### config.mk
export PLATFORM = sky130hd
export DESIGN_NAME = fetch_queue
export DESIGN_NICKNAME = d
export VERILOG_FILES = /design/src/rtl/fetch_queue.sv
export SDC_FILE = /design/constraint.sdc
export NUM_CORES = 1
export LEC_CHECK = 0
export ABC_AREA = 1
export BUFFER_PORTS_ARGS = -buffer_cell sky130_fd_sc_hd__buf_4
export CAP_MARGIN = 20
export CORE_MARGIN = 2
export CORE_UTILIZATION = 57
export CTS_BUF_LIST = sky130_fd_sc_hd__clkbuf_8
export CTS_CLUSTER_SIZE = 30
export DETAILED_ROUTE_END_ITERATION = 8
export GPL_TIMING_DRIVEN = 0
export PLACE_DENSITY_LB_ADDON = 0.1
export SYNTH_ARGS = -nofsm -noshare
export SYNTH_HDL_FRONTEND = slang
export SYNTH_SLANG_ARGS = --single-unit
### constraint.sdc
create_clock -name clk -period 5.1 [get_ports clk]
set_input_delay 1.02 -clock clk [delete_from_list [all_inputs] [get_ports clk]]
set_output_delay 1.02 -clock clk [all_outputs]
set_load 0.02 [all_outputs]
### src/rtl/fetch_queue.sv
// Instruction fetch queue: circular buffer of {instruction, pc} pairs with SKID-reserved stall output.
// Optional same-cycle enqueue-to-dequeue bypass when FETCH_QUEUE_BYPASS_EN is defined.
module fetch_queue #(
   parameter int DEPTH = 8,
   parameter int SKID  = 1
) (
   input  logic                       clk,
   input  logic                       reset,
   input  logic                       flush,
   input  logic                       enq_valid,
   input  logic [31:0]                enq_instruction,
   input  logic [31:0]                enq_pc,
   output logic                       queue_full,
   input  logic                       deq_ready,
   output logic                       deq_valid,
   output logic [31:0]                deq_instruction,
   output logic [31:0]                deq_pc,
   output logic [$clog2(DEPTH):0]     count,
   output logic                       overflow
);

   localparam int PW = $clog2(DEPTH);
   localparam int CW = PW + 1;
   localparam logic [CW-1:0] DEPTH_C = CW'(DEPTH);
   localparam logic [CW-1:0] FULL_C  = CW'(DEPTH - SKID);

   logic [63:0]   mem_q [DEPTH];
   logic [PW-1:0] head_q, head_d;
   logic [PW-1:0] tail_q, tail_d;
   logic [CW-1:0] count_q, count_d;
   logic          overflow_q, overflow_d;

   logic byp, byp_take, nonempty, enq_fire, wr_en, rd_en;

   assign nonempty = (count_q != '0);
   assign enq_fire = enq_valid && (count_q < DEPTH_C);

`ifdef FETCH_QUEUE_BYPASS_EN
   assign byp = !nonempty && enq_valid && !flush;
`else
   assign byp = 1'b0;
`endif

   // A bypassed entry that is consumed immediately never touches storage.
   assign byp_take = byp && deq_ready;
   assign wr_en    = enq_fire && !byp_take && !flush;
   assign rd_en    = deq_ready && nonempty && !flush;

   assign deq_valid  = nonempty || byp;
   assign queue_full = (count_q >= FULL_C);
   assign count      = count_q;
   assign overflow   = overflow_q;

   always_comb begin
      deq_instruction = 32'b0;
      deq_pc          = 32'b0;
      if (nonempty) begin
         {deq_instruction, deq_pc} = mem_q[head_q];
      end else if (byp) begin
         deq_instruction = enq_instruction;
         deq_pc          = enq_pc;
      end
   end

   always_comb begin
      head_d     = head_q;
      tail_d     = tail_q;
      count_d    = count_q;
      overflow_d = overflow_q;
      if (flush) begin
         head_d  = '0;
         tail_d  = '0;
         count_d = '0;
      end else begin
         if (wr_en) tail_d = tail_q + PW'(1);
         if (rd_en) head_d = head_q + PW'(1);
         count_d = count_q + CW'(wr_en) - CW'(rd_en);
         if (enq_valid && (count_q == DEPTH_C)) overflow_d = 1'b1;
      end
   end

   always_ff @(posedge clk) begin
      if (reset) begin
         head_q     <= '0;
         tail_q     <= '0;
         count_q    <= '0;
         overflow_q <= 1'b0;
      end else begin
         head_q     <= head_d;
         tail_q     <= tail_d;
         count_q    <= count_d;
         overflow_q <= overflow_d;
      end
   end

   always_ff @(posedge clk) begin
      if (wr_en) mem_q[tail_q] <= {enq_instruction, enq_pc};
   end

endmodule

==> reports/metrics.csv <==
metric,value,unit
cts_resized,0,
rsz0062_at_grt,false,
tightestPinTransition,0.902,ns
start_kind,flip-flop,
crit_arrival,2.83,ns
final_common_cell,sky130_fd_sc_hd__nand2_1,
part_of_the_yosys_area_used_for_sequential_elements,67.4,%
clock_tree.root_cell,sky130_fd_sc_hd__clkbuf_8,
critPathCaptureType,output pin,
timing_worst_setup_path_type,flip-flop to output pin,
routed-via-count,16200,
synth-async-reset-ratio,0,%
initial_antenna_violation_count,2,
cp_data_required_time,4.08,ns
synth_fp_nets,2397,
finalWirelength,57200,um
regArea,15700,um^2
timing.final.hold_violations,0,
fin_util,67.3,%
finalClockSkew,0.0185,ns
cts_made_buffers,84,
post-place-cells,3003,
leakagePower,0.0122,uW
globalRouteTotalUtil,27.8,%
horizontal_die_dimension,206,um
drt-initial-drc-count,1527,
worst_hold_path_cell_count,2,
period_utilisation_layout,75.5,%
tritoncts,built,
multi_input_area,4920,um^2
final.hold.worst_slack,0.473,ns
syn-mean-instance-area,10.0,um^2
dp.final_hpwl,36100,um
drt-pass1-iter-count,6,
core_region_area,40000,um^2
timing.critical_path.cells,"clkbuf_1, clkbuf_1, nor2_1, nor2_1, buf_4",
critical_path_top_delay_cell,sky130_fd_sc_hd__clkbuf_1,
cts.htree.levels,3,
drc_errors,0,
netlist-cell-type-count,21,
clock_path_buffers,3,
place.port_buffers,139,
mostFrequentLayoutCells,"sky130_fd_sc_hd__nand2_1 (658), sky130_fd_sc_hd__inv_1 (558), sky130_fd_sc_hd__edfxtp_1 (512)",
gr-total-overflow,0,
floorplan.die_area,42400,um^2
synth_cells,2319,
synth-edff-count,512,
power.density_cell_area,324,nW/um^2
routed_wire_length_per_instance,18.1,um
final_max_slew_viol_count,0,
synth_flop_cell,sky130_fd_sc_hd__edfxtp_1,
antenna_left,0,
worstHoldPathType,flip-flop to flip-flop,
synthToLayoutAreaGrowth,16.0,%
cp_max_fo,10,
layout_min_cycle_time,3.85,ns
proportion_of_layout_cells_with_a_drive_suffix_above_1,13.5,%
cts.repair_timing.setup_buffer_count,0,
max_clock_freq,260,MHz
timing.final.setup_violations,0,
drt-vias-per-instance,5.13,
nFillCells,3087,
clk_pin_slew,0.05,ns
placementRows,73,
max-vdd-ir-drop,228,uV
io-pin-count,140,
tritoncts_num_sinks,526,
layout.nets,2642,
globalplace.congestion,0.783,
initial_core_util,58.0,%
outcome,finished clean,
die_h,206,um
max_cap_violations,0,
largest_net_degree_at_the_start_of_global_routing,26,
finalNonFillerCells,3155,
slew-limit-headroom,39.7,%
power,8720,uW
crit_path_max_incr_delay,0.66,ns
reg2regPathDepth,6,
ys_ff_latch,526,
cts_hold_buffers,0,
syn_area,23200,um^2
clkLatencyLatePin,0.63,ns
first_global_vias,15900,
grt_pass1_wl,87300,um
yosysWarnings,0,
==> logic make-up (layout without fill, tap and decap cells) <==
kind of cell               count (synthesis)  count (layout)  share of synthesized area [%]
and+or+nand+nor                         1137            1137                           20.2
adders and majority gates                  9               9                          0.517
other                                      0               1                              0
DFF                                      526             526                           67.4
xor gates and xnor gates                   1               1                         0.0377
buffers and inverters                    636             946                           11.6
AOI/OAI and AO/OA                         10              10                          0.221
==> metal layers <==
layer	track usage (%)	share of wire, %	vias up
met5	0	0.028	-
li1	-	-	7764
met3	4.77	8.4	126
met2	45.1	48	726
met4	10.1	2.4	2
met1	38.0	41	7579
==> worst max-delay path: cells and delay by family, from the launching register on <==
family / cells / cell delay [ns]
AND/OR/NAND/NOR: 2 / 0.42
buffers and inverters: 3 / 1.44
flip-flops: 1 / 0.33
==> metrics by stage <==
step                setup TNS (ns)  cell area [um^2]  setup WS (ns)
floorplan                        0             23200          0.295
global placement          -1291.98             24900          -2.79
detailed placement               0             25400           1.56
CTS                              0             26900           1.26
global route                     0             26900           1.13
finish                           0             26900           1.25
==> final cells by class <==
| class | instances | area share, % |
|---|---|---|
| antenna | 1 | 0.00929 |
| buffer | 106 | 2.62 |
| clock buffer | 89 | 4.55 |
| clock inverter | 62 | 1.07 |
| inverter | 530 | 7.40 |
| multi-input combinational | 1157 | 18.3 |
| sequential | 526 | 58.1 |
| tap | 525 | 2.44 |
| timing repair buffer | 159 | 5.50 |
==> power by group <==
| group | switching [uW] | internal (uW) | total [uW] | leakage, uW |
|---|---|---|---|---|
| clock network | 1580 | 1700 | 3290 | 0.000878 |
| logic | 427 | 219 | 646 | 0.00656 |
| registers | 10.4 | 4780 | 4790 | 0.00474 |
==> final timing paths <==
check,slack [ns],start,to
worst min-delay path,0.47,head_q[2],flip-flop
worst max-delay path,1.25,flip-flop,deq_instruction[3]
worst max register to register,2.44,count[3],mem_q[2][61]
worst min register to register,0.47,head_q[2],flip-flop
==> cells in the mapped netlist (2+ instances only) <==
library cell	count	share of area (%)
sky130_fd_sc_hd__nand2_1	658	11
sky130_fd_sc_hd__inv_1	529	8.6
sky130_fd_sc_hd__edfxtp_1	512	66
sky130_fd_sc_hd__nand3_1	324	7.0
sky130_fd_sc_hd__nor2_1	150	2.4
sky130_fd_sc_hd__buf_2	61	1.3
sky130_fd_sc_hd__buf_6	31	1.5
sky130_fd_sc_hd__dfxtp_1	14	1.2
sky130_fd_sc_hd__clkbuf_1	12	0.19
sky130_fd_sc_hd__ha_1	8	0.43
sky130_fd_sc_hd__a21oi_1	6	0.13
sky130_fd_sc_hd__o21ai_0	3	0.065
sky130_fd_sc_hd__buf_1	2	0.032
sky130_fd_sc_hd__nor3_1	2	0.043
==> flip-flops by register name, summed over array words and instances, names as in the netlist, named ones only <==
| name | flops |
|---|---|
| count | 4 |
| head_q | 3 |
| mem_q | 512 |
| overflow | 1 |
| tail_q | 3 |
Note: power is estimated with default switching activity, not from simulation.
